===== src/rtl/axi_ram_rd_arbiter.sv =====
// Round-robin burst arbiter sharing one RAM read command/response port between
// PORTS requesters; an in-order route FIFO steers response bursts back home.

module axi_ram_rd_arbiter_lane #(
  parameter int PW  = 1,
  parameter int IDX = 0
) (
  input  logic          burst,
  input  logic [PW-1:0] grant,
  input  logic [PW-1:0] head,
  input  logic          fifo_empty,
  input  logic          m_cmd_ready,
  input  logic          m_resp_valid,
  output logic          cmd_ready,
  output logic          resp_valid
);
  assign cmd_ready  = burst && (grant == PW'(IDX)) && m_cmd_ready;
  assign resp_valid = m_resp_valid && !fifo_empty && (head == PW'(IDX));
endmodule

module axi_ram_rd_arbiter #(
  parameter int PORTS        = 2,
  parameter int DATA_WIDTH   = 32,
  parameter int ADDR_WIDTH   = 16,
  parameter int ID_WIDTH     = 8,
  parameter int ARUSER_WIDTH = 1,
  parameter int RUSER_WIDTH  = 1,
  parameter int FIFO_DEPTH   = 4
) (
  input  logic                            clk,
  input  logic                            rst_n,
  input  logic [PORTS*ID_WIDTH-1:0]       s_ram_rd_cmd_id,
  input  logic [PORTS*ADDR_WIDTH-1:0]     s_ram_rd_cmd_addr,
  input  logic [PORTS*ARUSER_WIDTH-1:0]   s_ram_rd_cmd_auser,
  input  logic [PORTS-1:0]                s_ram_rd_cmd_en,
  input  logic [PORTS-1:0]                s_ram_rd_cmd_last,
  output logic [PORTS-1:0]                s_ram_rd_cmd_ready,
  output logic [PORTS*ID_WIDTH-1:0]       s_ram_rd_resp_id,
  output logic [PORTS*DATA_WIDTH-1:0]     s_ram_rd_resp_data,
  output logic [PORTS-1:0]                s_ram_rd_resp_last,
  output logic [PORTS*RUSER_WIDTH-1:0]    s_ram_rd_resp_user,
  output logic [PORTS-1:0]                s_ram_rd_resp_valid,
  input  logic [PORTS-1:0]                s_ram_rd_resp_ready,
  output logic [ID_WIDTH-1:0]             m_ram_rd_cmd_id,
  output logic [ADDR_WIDTH-1:0]           m_ram_rd_cmd_addr,
  output logic [ARUSER_WIDTH-1:0]         m_ram_rd_cmd_auser,
  output logic                            m_ram_rd_cmd_en,
  output logic                            m_ram_rd_cmd_last,
  input  logic                            m_ram_rd_cmd_ready,
  input  logic [ID_WIDTH-1:0]             m_ram_rd_resp_id,
  input  logic [DATA_WIDTH-1:0]           m_ram_rd_resp_data,
  input  logic [RUSER_WIDTH-1:0]          m_ram_rd_resp_user,
  input  logic                            m_ram_rd_resp_last,
  input  logic                            m_ram_rd_resp_valid,
  output logic                            m_ram_rd_resp_ready
);
  localparam int PW = (PORTS > 1) ? $clog2(PORTS) : 1;
  localparam int AW = (FIFO_DEPTH > 1) ? $clog2(FIFO_DEPTH) : 1;
  localparam int CW = $clog2(FIFO_DEPTH + 1);

  generate
    if (PORTS < 2 || FIFO_DEPTH < 2 || (FIFO_DEPTH & (FIFO_DEPTH - 1)) != 0) begin : g_bad_params
      $error("axi_ram_rd_arbiter: need PORTS>=2 and FIFO_DEPTH a power of two >=2");
    end
  endgenerate

  typedef enum logic {IDLE, BURST} state_t;
  state_t state, state_nxt;

  logic [PW-1:0] grant_reg, last_grant, pick, cand, head;
  logic          pick_vld, push, pop, empty, full;
  logic [PW-1:0] route_mem [FIFO_DEPTH];
  logic [AW-1:0] wr_ptr, rd_ptr;
  logic [CW-1:0] count;

  assign empty = (count == '0);
  assign full  = (count == CW'(FIFO_DEPTH));
  assign head  = route_mem[rd_ptr];
  assign push  = (state == IDLE) && pick_vld && !full;
  assign pop   = m_ram_rd_resp_valid && m_ram_rd_resp_ready && m_ram_rd_resp_last;

  // first requester after the last grant, with wrap
  always_comb begin
    pick_vld = 1'b0;
    pick     = '0;
    cand     = '0;
    for (int i = 1; i <= PORTS; i++) begin
      cand = PW'((int'(last_grant) + i) % PORTS);
      if (!pick_vld && s_ram_rd_cmd_en[cand]) begin
        pick_vld = 1'b1;
        pick     = cand;
      end
    end
  end

  always_ff @(posedge clk or negedge rst_n) begin
    if (!rst_n) state <= IDLE;
    else        state <= state_nxt;
  end

  always_comb begin
    state_nxt = state;
    case (state)
      IDLE:    if (push) state_nxt = BURST;
      BURST:   if (m_ram_rd_cmd_en && m_ram_rd_cmd_ready && m_ram_rd_cmd_last) state_nxt = IDLE;
      default: state_nxt = IDLE;
    endcase
  end

  always_ff @(posedge clk or negedge rst_n) begin
    if (!rst_n) begin
      grant_reg  <= '0;
      last_grant <= PW'(PORTS - 1);
    end else if (push) begin
      grant_reg  <= pick;
      last_grant <= pick;
    end
  end

  // route FIFO: entry pushed at grant, so responses may overtake the command tail
  always_ff @(posedge clk or negedge rst_n) begin
    if (!rst_n) begin
      wr_ptr <= '0;
      rd_ptr <= '0;
      count  <= '0;
    end else begin
      if (push) wr_ptr <= wr_ptr + AW'(1);
      if (pop)  rd_ptr <= rd_ptr + AW'(1);
      case ({push, pop})
        2'b10:   count <= count + CW'(1);
        2'b01:   count <= count - CW'(1);
        default: ;
      endcase
    end
  end

  always_ff @(posedge clk) begin
    if (push) route_mem[wr_ptr] <= pick;
  end

  assign m_ram_rd_cmd_id     = s_ram_rd_cmd_id[grant_reg*ID_WIDTH +: ID_WIDTH];
  assign m_ram_rd_cmd_addr   = s_ram_rd_cmd_addr[grant_reg*ADDR_WIDTH +: ADDR_WIDTH];
  assign m_ram_rd_cmd_auser  = s_ram_rd_cmd_auser[grant_reg*ARUSER_WIDTH +: ARUSER_WIDTH];
  assign m_ram_rd_cmd_last   = s_ram_rd_cmd_last[grant_reg];
  assign m_ram_rd_cmd_en     = (state == BURST) && s_ram_rd_cmd_en[grant_reg];
  assign m_ram_rd_resp_ready = !empty && s_ram_rd_resp_ready[head];

  assign s_ram_rd_resp_id   = {PORTS{m_ram_rd_resp_id}};
  assign s_ram_rd_resp_data = {PORTS{m_ram_rd_resp_data}};
  assign s_ram_rd_resp_last = {PORTS{m_ram_rd_resp_last}};
  assign s_ram_rd_resp_user = {PORTS{m_ram_rd_resp_user}};

  generate
    for (genvar p = 0; p < PORTS; p++) begin : g_lane
      axi_ram_rd_arbiter_lane #(.PW(PW), .IDX(p)) u_lane (
        .burst        (state == BURST),
        .grant        (grant_reg),
        .head         (head),
        .fifo_empty   (empty),
        .m_cmd_ready  (m_ram_rd_cmd_ready),
        .m_resp_valid (m_ram_rd_resp_valid),
        .cmd_ready    (s_ram_rd_cmd_ready[p]),
        .resp_valid   (s_ram_rd_resp_valid[p])
      );
    end
  endgenerate
endmodule


===== config.mk =====
export PLATFORM = sky130hd
export DESIGN_NAME = axi_ram_rd_arbiter
export DESIGN_NICKNAME = d
export VERILOG_FILES = /design/src/rtl/axi_ram_rd_arbiter.sv
export SDC_FILE = /design/constraint.sdc
export NUM_CORES = 1
export LEC_CHECK = 0
export CORE_ASPECT_RATIO = 1.1
export CORE_MARGIN = 10
export CORE_UTILIZATION = 24
export DETAILED_ROUTE_END_ITERATION = 8
export HOLD_SLACK_MARGIN = 0.06
export PLACE_DENSITY = 0.82
export SETUP_SLACK_MARGIN = 0.15
export SLEW_MARGIN = 20
export SYNTH_ARGS = -nofsm -noshare
export SYNTH_HDL_FRONTEND = slang
export SYNTH_SLANG_ARGS = --single-unit

===== constraint.sdc =====
create_clock -name clk -period 2.1 [get_ports clk]
set_input_delay 0.21 -clock clk [delete_from_list [all_inputs] [get_ports clk]]
set_output_delay 0.21 -clock clk [all_outputs]
set_load 0.02 [all_outputs]

==> results.sh <==
export IMPL_clock_root_buffer="clkbuf_8"
export IMPL_drt_first_pass_iters=4
export IMPL_crit_path_max_incr_delay_ns=0.43
export IMPL_synthMuxAreaShare_pct=21.7
export IMPL_synth_seq_cells=14
export IMPL_grt_use_total_pct=9.00
export IMPL_synth_simple_gate_area_share_pct=5.95
export IMPL_yosys_top_cells_count="88 x buf_4, 27 x mux2_2, 9 x dfrtp_1"
export IMPL_synth_compound_area_share_pct=4.60
export IMPL_fin_crit_ns=2.18
export IMPL_synth_xor_area_share_pct=2.48
export IMPL_htree_levels=1
export IMPL_grt_overflow_total=0
export IMPL_cap_viol_max_count=0
export IMPL_syn_area_per_cell_um2=9.55
export IMPL_wl_um=5310
export IMPL_antenna_cells=0
export IMPL_dieWidth_um=102
export IMPL_cp_data_arrival_time_ns=2.35
export IMPL_clockBufferDepth=2
export IMPL_startpoint_type="register"
export IMPL_syn_to_final_growth_pct=31.4
export IMPL_hold_viol=0
export IMPL_synth_top_cell_by_area="buf_4"
export IMPL_finClkSkew_ns=0.00248
export IMPL_fmax_mhz=459
export IMPL_nNetsFinal=316
export IMPL_io_buffers=94
export IMPL_reg2reg_slack_ns=-0.08
export IMPL_setup_tns_ns=-0.0766
export IMPL_die_y_um=110
export IMPL_status="finished, violations left"
export IMPL_drive_gt1_share_pct=29.0
export IMPL_required_ns=2.27
export IMPL_synth_area_top_cells="buf_4 37%, mux2_2 17%, dfrtp_1 13%"
export IMPL_synthesis_area_um2=1770
export IMPL_largest_reg_flops=4
export IMPL_gp_congestion=0.750
export IMPL_ys_warn_count=0
export IMPL_route_detailed_drc=0
export IMPL_power_mw=2.44
export IMPL_synth_top_family_by_area="buffers and inverters"
export IMPL_numCtsBuffers=3
export IMPL_setup_slack_ns=-0.0766
export IMPL_cts_sinks=14
export IMPL_synthesis_nets=293
export IMPL_synthCells=185
export IMPL_peakVddDrop_v=0.000372
export IMPL_yosysSeqAreaShare_pct=21.0
export IMPL_tightestPinTransition_ns=0.510
export IMPL_initial_core_util_pct=24.9
export IMPL_ys_flop_type="dfrtp_1"
export IMPL_wl_per_cell_um=18.2
export IMPL_clk_pin_slew_worst_paths_ns=0.06
export IMPL_rsz0062_at_grt="true"
export IMPL_cts_tree="done"
export IMPL_coreArea_um2=7090
export IMPL_grt_max_degree=31
export IMPL_vias=1176
export IMPL_rows=32
export IMPL_violations="negative setup slack"
export IMPL_io_pins=218
export IMPL_netlist_area_leader_share_pct=37.4
export IMPL_synth_cell_types=29
export IMPL_max_flop_register="route_mem"
export IMPL_drt_iter0_drc=17
export IMPL_powerDensity_nw_per_um2=1050
export IMPL_fp_dieArea_um2=11200
export IMPL_synth_edff_count=4
export IMPL_finalSetupViolCount=1
export IMPL_crit_type="register to register"
export IMPL_insertion_delay_ns=0.24
export IMPL_leakage_nw=0.996
export IMPL_hpwlAfterDp_um=4480
export IMPL_grt_antenna_before_repair=0
export IMPL_synth_most_common_cell="buf_4"
export IMPL_reg_top3="route_mem x4, count x3"
export IMPL_cp_cell_sequence="mux2i_2, mux2i_2, mux2i_1, nor2_1, ha_2, inv_2, fa_2, xor2_1, nor2_1, xor2_1"
export IMPL_async_flop_share_pct=71.4
export IMPL_hold_path_class="input pin to asynchronous set/reset pin"
export IMPL_drt_vias_per_instance=4.03
export IMPL_crit_fanout=3
export IMPL_min_period_over_period_pct=104
export IMPL_report_final_slew_viol_count=0
export IMPL_synth_fa_ha_area_share_pct=4.67
export IMPL_drtAntennaViolNets=0
export IMPL_grt_pass1_wl_um=7760
export IMPL_grt_pass1_vias=1333
export IMPL_slew_headroom_pct=65.9
export IMPL_cp_end_kind="register"
export IMPL_cp_slowest_cell="dfrtp_1"
==> report_power, final <==
| group | leakage (nW) | internal [mW] | total, mW | switching [mW] |
|---|---|---|---|---|
| sequential | 0.153 | 0.406 | 0.513 | 0.107 |
| combinational | 0.820 | 0.894 | 1.70 | 0.803 |
| clock | 0.0231 | 0.129 | 0.225 | 0.0958 |
| total | 0.996 | 1.43 | 2.44 | 1.01 |
==> what timing repair did <==
item,CTS,global route
endpoints found under the hold margin,0,0
buffers inserted,2,1
setup endpoints to repair,29,8
pin swaps,3,3
resized for setup,33,21
hold buffers,0,0
==> metal layers <==
metal  global-route usage [%]  wire length [um]  vias up  part of all wire (%)
li1                         -                 -      563                     -
met1                     9.11              1810      526                    34
met5                        0                 0        -                     0
met2                     15.4              2640       70                    50
met4                     3.68               156        0                   2.9
met3                     4.61               703       17                    13
==> final cells by class <==
type                       count  area, um2
tap                           85        106
sequential                    14        372
timing repair buffer         109       1050
multi-input combinational     74        728
clock inverter                 1       3.75
fill                         736       4760
inverter                       6       22.5
clock buffer                   3       41.3
==> worst paths after layout <==
kind | startpoint | end | cells after the start
worst min register to register | count[0] | count[0] | 1
worst min-delay path | rst_n | state | 1
min in group clk | m_ram_rd_resp_data[26] | s_ram_rd_resp_data[26] | 0
worst max-delay path | rd_ptr[1] | count[2] | 10
worst max register to register | rd_ptr[1] | count[2] | 10
max in group asynchronous | rst_n | last_grant | 1
==> critical path, delay by kind of cell (launching register included) <==
kind / cells / cell delay, ns
flip-flops: 1 / 0.43
buffers and inverters: 1 / 0.04
AND/OR/NAND/NOR: 2 / 0.25
multiplexers: 3 / 0.57
adder cells (fa/ha/maj): 2 / 0.53
XOR/XNOR: 2 / 0.29
==> cell families (layout without fill, tap and decap cells) <==
kind of cell,after synthesis,in the layout
AOI/OAI and AO/OA,9,9
xor gates and xnor gates,5,5
adders and majority gates,6,6
buffers and inverters,97,119
DFF,14,14
muxes,35,35
and+or+nand+nor,19,19
==> through the flow <==
step	util, %	worst slack, ns	instances	hold WS [ns]	area (um2)
finish	32.8	-0.0766	292	0.307	2320
global route	32.8	-0.266	292	0.342	2320
CTS	32.1	-0.0884	291	0.328	2280
detailed placement	31.6	-0.106	285	0.420	2240
global placement	31.6	0.0514	285	0.420	2240
floorplan	-	0.0311	185	-0.0856	1770
==> cells in the final DEF (no fill, tap or decap), types with 5 or more instances in the layout <==
cell	count
mux2i_1	5
buf_4	12
dfrtp_1	9
mux2_2	27
dlygate4sd2_1	24
inv_1	5
clkdlybuf4s50_1	64
No activity file was read; power rests on OpenSTA's default activity.
